[src/rtl/mem_ctrl_pkg.sv]
// mem_ctrl_pkg: state encodings, byte-count codes and RAM widths shared by mem_ctrl.
package mem_ctrl_pkg;
    localparam int ADDR_W = 32;
    localparam int DATA_W = 32;
    localparam int RAM_DW = 8;
    localparam logic [2:0] BC_BYTE = 3'd1;
    localparam logic [2:0] BC_HALF = 3'd2;
    localparam logic [2:0] BC_WORD = 3'd4;
    typedef enum logic [2:0] {IDLE, IF_RD, MEM_RD, MEM_WR, DONE} state_t;
    function automatic logic cnt_ok(input logic [2:0] n);
        return n == BC_BYTE || n == BC_HALF || n == BC_WORD;
    endfunction
    function automatic logic misaligned(input logic [2:0] n, input logic [1:0] a);
        return (n == BC_HALF && a[0]) || (n == BC_WORD && a != 2'b00);
    endfunction
endpackage

[src/rtl/mem_ctrl.sv]
// mem_ctrl: arbitrates instruction fetches and MEM-stage loads/stores onto a byte-wide RAM.
// Define MEM_CTRL_ALIGN_CHK_EN to reject misaligned half/word MEM accesses via mem_misalign.
module mem_ctrl
    import mem_ctrl_pkg::*;
(
    input  logic              clk,
    input  logic              rst,
    input  logic              if_req,
    input  logic [ADDR_W-1:0] if_addr,
    output logic [DATA_W-1:0] if_rdata,
    output logic              if_done,
    input  logic              re_m,
    input  logic              we_m,
    input  logic [2:0]        rvalid_bit,
    input  logic [2:0]        wvalid_bit,
    input  logic [ADDR_W-1:0] raddr_m,
    input  logic [ADDR_W-1:0] waddr_m,
    input  logic [DATA_W-1:0] wdata_m,
    output logic [DATA_W-1:0] rdata_m,
    output logic              mem_done,
    output logic              stall_req,
`ifdef MEM_CTRL_ALIGN_CHK_EN
    output logic              mem_misalign,
`endif
    output logic [ADDR_W-1:0] ram_addr,
    output logic              ram_wr,
    output logic [RAM_DW-1:0] ram_dout,
    input  logic [RAM_DW-1:0] ram_din
);
    state_t            state, state_n;
    logic [2:0]        k, n_q, g_cnt;
    logic [ADDR_W-1:0] base, g_addr;
    logic              is_mem, mem_req, busy, g_bad;
    logic [1:0]        lane;

    assign mem_req = re_m | we_m;
    assign g_cnt   = we_m ? wvalid_bit : rvalid_bit;
    assign g_addr  = we_m ? waddr_m : raddr_m;
    assign busy    = state == IF_RD || state == MEM_RD || state == MEM_WR;
    // read data arrives one cycle after its address, so byte k-1 lands while k is driven
    assign lane    = k[1:0] - 2'd1;

`ifdef MEM_CTRL_ALIGN_CHK_EN
    logic mis_q;
    assign g_bad        = !cnt_ok(g_cnt) || misaligned(g_cnt, g_addr[1:0]);
    assign mem_misalign = state == DONE && is_mem && mis_q;
    always_ff @(posedge clk) begin
        if (!rst)
            mis_q <= 1'b0;
        else if (state == IDLE && mem_req)
            mis_q <= misaligned(g_cnt, g_addr[1:0]);
    end
`else
    assign g_bad = !cnt_ok(g_cnt);
`endif

    always_comb begin
        state_n = state;
        case (state)
            IDLE:         state_n = mem_req ? (g_bad ? DONE : (we_m ? MEM_WR : MEM_RD)) :
                                    (if_req ? IF_RD : IDLE);
            IF_RD, MEM_RD: state_n = k == n_q ? DONE : state;
            MEM_WR:       state_n = k == n_q - 3'd1 ? DONE : MEM_WR;
            default:      state_n = IDLE;
        endcase
    end

    always_ff @(posedge clk) begin
        if (!rst) begin
            state    <= IDLE;
            k        <= '0;
            n_q      <= '0;
            base     <= '0;
            is_mem   <= 1'b0;
            if_rdata <= '0;
            rdata_m  <= '0;
        end else begin
            state <= state_n;
            if (state == IDLE) begin
                k <= '0;
                if (mem_req) begin
                    is_mem  <= 1'b1;
                    n_q     <= g_cnt;
                    base    <= g_addr;
                    rdata_m <= '0;
                end else if (if_req) begin
                    is_mem   <= 1'b0;
                    n_q      <= BC_WORD;
                    base     <= if_addr;
                    if_rdata <= '0;
                end
            end else if (busy) begin
                k <= k + 3'd1;
                if (state == IF_RD && k != 3'd0)
                    if_rdata[{lane, 3'b000} +: RAM_DW] <= ram_din;
                if (state == MEM_RD && k != 3'd0)
                    rdata_m[{lane, 3'b000} +: RAM_DW] <= ram_din;
            end
        end
    end

    assign ram_wr    = state == MEM_WR;
    assign ram_addr  = (busy && k < n_q) ? base + ADDR_W'(k) : '0;
    assign ram_dout  = ram_wr ? wdata_m[{k[1:0], 3'b000} +: RAM_DW] : '0;
    assign if_done   = state == DONE && !is_mem;
    assign mem_done  = state == DONE && is_mem;
    assign stall_req = rst && (busy || (state == IDLE && mem_req));
endmodule

[config.mk]
export PLATFORM = sky130hd
export DESIGN_NAME = mem_ctrl
export DESIGN_NICKNAME = d
export VERILOG_FILES = /design/src/rtl/mem_ctrl_pkg.sv /design/src/rtl/mem_ctrl.sv
export SDC_FILE = /design/constraint.sdc
export NUM_CORES = 1
export LEC_CHECK = 0
export CORE_ASPECT_RATIO = 1.2
export CORE_MARGIN = 10
export CORE_UTILIZATION = 48
export CTS_CLUSTER_SIZE = 25
export DETAILED_ROUTE_END_ITERATION = 6
export PLACE_DENSITY_LB_ADDON = 0.12
export SKIP_LAST_GASP = 1
export SYNTH_ARGS = -nofsm -noshare
export SYNTH_HDL_FRONTEND = slang
export SYNTH_SLANG_ARGS = --single-unit
[constraint.sdc]
create_clock -name clk -period 5.8 [get_ports clk]
set_clock_uncertainty 0.05 [all_clocks]
set_input_delay 1.16 -clock clk [delete_from_list [all_inputs] [get_ports clk]]
set_output_delay 1.16 -clock clk [all_outputs]
set_load 0.01 [all_outputs]
==> key figures <==
Placement
  • Port bufs: 254
  • Final HPWL DP: 15,400 µm
  • GPL Wtd Cong: 0.898
  • Placed cell count: 1,141
  • Area after DPL: 9000 µm²

Setup path
  • Crit path cell chain: inv_1, ha_1, nor2b_1, o21ai_0, nand2_1, nor2_1, mux2_2, clkdlybuf4s50_1
  • R2r worst-path depth: 6
  • Worst setup SP type: flip-flop
  • Reg2reg end: if_rdata[17]
  • CP endpoint kind: output port
  • Worst path required time: 4.59 ns
  • Crit path largest cell delay: 0.87 ns
  • Critical path buffers and inverters: 2
  • Top delay family on crit path: simple AND/OR/NAND/NOR gates
  • Crit-path max FO: 31
  • Slowest-stage cell, CP: dfxtp_1
  • Flop2flop setup slack: 2.67 ns
  • Arrival time at the worst endpoint: 3.59 ns
  • CP Class: flip-flop to output port
  • RR Startpoint: k[0]

Pwr
  • Leakage: 0.00339 µW
  • Clock power share: 27.3%
  • Switch share: 34.9%
  • NetSw: 768 µW
  • Max VDD drop: 0.189 mV
  • Logic pwr share: 32.6%
  • Internal power: 1430 µW
  • Reg power frac: 40.1%
  • PwrDens: 237 nW/µm²

Synthesis
  • Syn Nets: 918
  • Post-Syn Area: 6400 µm²
  • Async SR Flop Fraction: 0%
  • Synth cell types: 47
  • Post-synth EDFFs: 0
  • Cell count after synthesis: 758
  • Syn Area/Cell: 8.44 µm²
  • Largest area contributor in the netlist: dfxtp_1
  • Area contributors post-synth: dfxtp_1 33%, mux2i_1 15%, nor2b_1 7.4%, nand2_1 7.1%, a21boi_0 4.0%
  • Top-count cell post-synth: nand2_1
  • Share of the synthesized area in the top cell type: 33.2%
  • Sequential fraction of the synthesis area: 33.2%
  • Yosys reg bits: 106
  • Synth top cells by count: 121 x nand2_1, 106 x dfxtp_1, 98 x mux2i_1, 76 x nor2b_1, 67 x nor2_1
  • Ys Warns: 0
  • Top FF cell, synth: dfxtp_1

Route
  • DR vias/cell: 5.12
  • DRT Pass-1 Iters: 4
  • Final ANT Viol Nets: 0
  • Routed vias: 5,923
  • DRC: 0
  • Per-cell routed wire length: 17.2 µm
  • WL final: 19,900 µm
  • Detailed Route Iter0 Violations: 444

Finish
  • Diode count: 0
  • Area delta synth->final: 45.3%
  • Final non-filler cell total: 1,157
  • Share of post-route cells with drive strength above 1: 4.95%
  • Post-route cell area: 9300 µm²
  • Layout fillers: 1,097
  • # nets final: 1,144

Hold path
  • HP Class: flip-flop to flip-flop
  • Worst Hold End: base[0]
  • Hold path depth: 2
  • Hold path start: base[0]

Global route
  • Largest net degree at the start of global routing: 104
  • Initial antenna violation count: 0
  • GRT Residual Overflow: 0
  • GRT Util Overall: 20.7%
  • First-pass GRT wire length: 31,800 µm
  • Vias in the first global route: 6,058

Run
  • Max_cap viols: 0

Timing
  • Final setup TNS: 0 ns
  • Crit share post-route: 82.8%
  • # setup viols final: 0
  • Worst slew margin: 27.8%
  • Max Clock Freq: 208 MHz
  • Tightest Pin Transition: 1.07 ns
  • Final min period: 4.80 ns
  • RSZ-0062 raised after global routing: no
  • Final hold vios: 0
  • Pins Over Slew Limit: 0

CTS
  • CTS HTree Levels: 3
  • Clock slew at reported path FFs: 0.08 ns
  • Longest Clk Path Bufs: 2
  • Post-cts sizing count: 0
  • Clk sinks: 106
  • Hold buffer count at CTS: 0
  • Clock Tree Root: clkbuf_16
  • Postcts setup bufs: 0
  • CTS buffer count: 9
  • CTS tree: built
  • Clk_lat worst skew: 0.35 ns

Floorplan
  • Core ar.: 13,100 µm²
  • Initial Util: 48.7%
  • Die H: 146 µm
  • Die Wd: 125 µm
  • Row count: 46
  • Die area: 18,400 µm²
  • Num ports: 255

Outcome
  • Status: finished clean
-- worst max-delay path by stage --
stage	from	to	slack (ns)	depth (start not counted)
global route	k[0]	ram_addr[31]	0.70	8
CTS	k[0]	ram_addr[31]	0.94	8
finish	k[0]	ram_addr[31]	1.0	8
global placement	k[0]	ram_addr[24]	1.45	10
detailed placement	k[0]	ram_addr[31]	1.36	8
floorplan	k[1]	ram_addr[30]	2.05	9
-- worst reg2reg max path, delay by kind of cell (launching register included) --
| family | cells | cell delay (ns) |
|---|---|---|
| flip-flops | 1 | 0.87 |
| adder cells (fa/ha/maj) | 1 | 0.42 |
| multiplexers | 1 | 0.09 |
| AND/OR/NAND/NOR | 3 | 1.36 |
| buffers and inverters | 1 | 0.26 |
-- cell type report --
type | instances | area (µm²) | area share, %
inverters | 14 | 52.6 | 0.565
flip-flops and latches | 106 | 2120 | 22.8
repair buffers | 261 | 2580 | 27.8
clock inverters | 7 | 71.3 | 0.767
clock buffers | 9 | 225 | 2.42
multi-input cells | 592 | 4040 | 43.4
well taps | 168 | 210 | 2.26
-- layer usage --
metal	wire length, µm	vias to the layer above	GRT usage (%)
met1	7800	2713	22.7
met4	114	0	3.52
met2	10400	164	38.0
met3	1600	10	7.03
li1	-	3036	-
met5	0	-	0
-- state kept, by name, indices dropped and copies added (netlist names) --
signal / count
if_rdata: 32
state: 3
base: 32
rdata_m: 32
k: 3
n_q: 3
is_mem: 1
-- stage by stage --
stage | hold slack [ns] | utilization, % | worst slack [ns] | power [µW]
2_1_floorplan | 0.397 | - | 2.05 | 1340
3_3_place_gp | 0.413 | 68.6 | 1.45 | 1610
3_5_place_dp | 0.418 | 68.6 | 1.36 | 1620
4_1_cts | 0.447 | 70.8 | 0.943 | 2220
5_1_grt | 0.481 | 70.8 | 0.702 | 2330
6_report | 0.444 | 70.8 | 0.998 | 2200
-- logic make-up after synthesis --
kind of cell	Yosys count	share of synthesized area [%]
buffers and inverters	60	3.78
adders and majority gates	13	2.66
muxes	108	18.5
DFF	106	33.2
xor gates and xnor gates	32	4.62
and+or+nand+nor	339	26.2
AOI/OAI and AO/OA	100	11.1
-- placed cells by master (no fill, tap or decap), drive strengths merged, types with 3 or more instances in the layout --
cell type | synthesis | layout
clkdlybuf4s50 | 0 | 251
xor2 | 25 | 25
dfxtp | 106 | 106
buf | 13 | 10
mux4 | 8 | 8
nor2b | 76 | 76
and2 | 10 | 10
o21ai | 46 | 46
nand4 | 17 | 17
a21boi | 34 | 34
mux2i | 98 | 98
clkbuf | 33 | 9
xnor2 | 6 | 6
a21oi | 10 | 10
nand2b | 4 | 4
a2111oi | 4 | 4
nor2 | 67 | 67
inv | 14 | 17
clkinv | 0 | 3
nand2 | 121 | 121
and4 | 6 | 6
nand3 | 11 | 11
and3 | 9 | 9
ha | 12 | 12
nor3 | 5 | 5
or3 | 3 | 3
-- power by group through the flow --
stage	Combinational (µW)	Clock [µW]	Sequential, µW
after floorplan	482	0	858
after global placement	712	0	897
after detailed placement	718	0	899
after CTS	724	615	882
after global routing	791	649	895
final	716	602	883
Note: power is estimated with default switching activity, not from simulation.
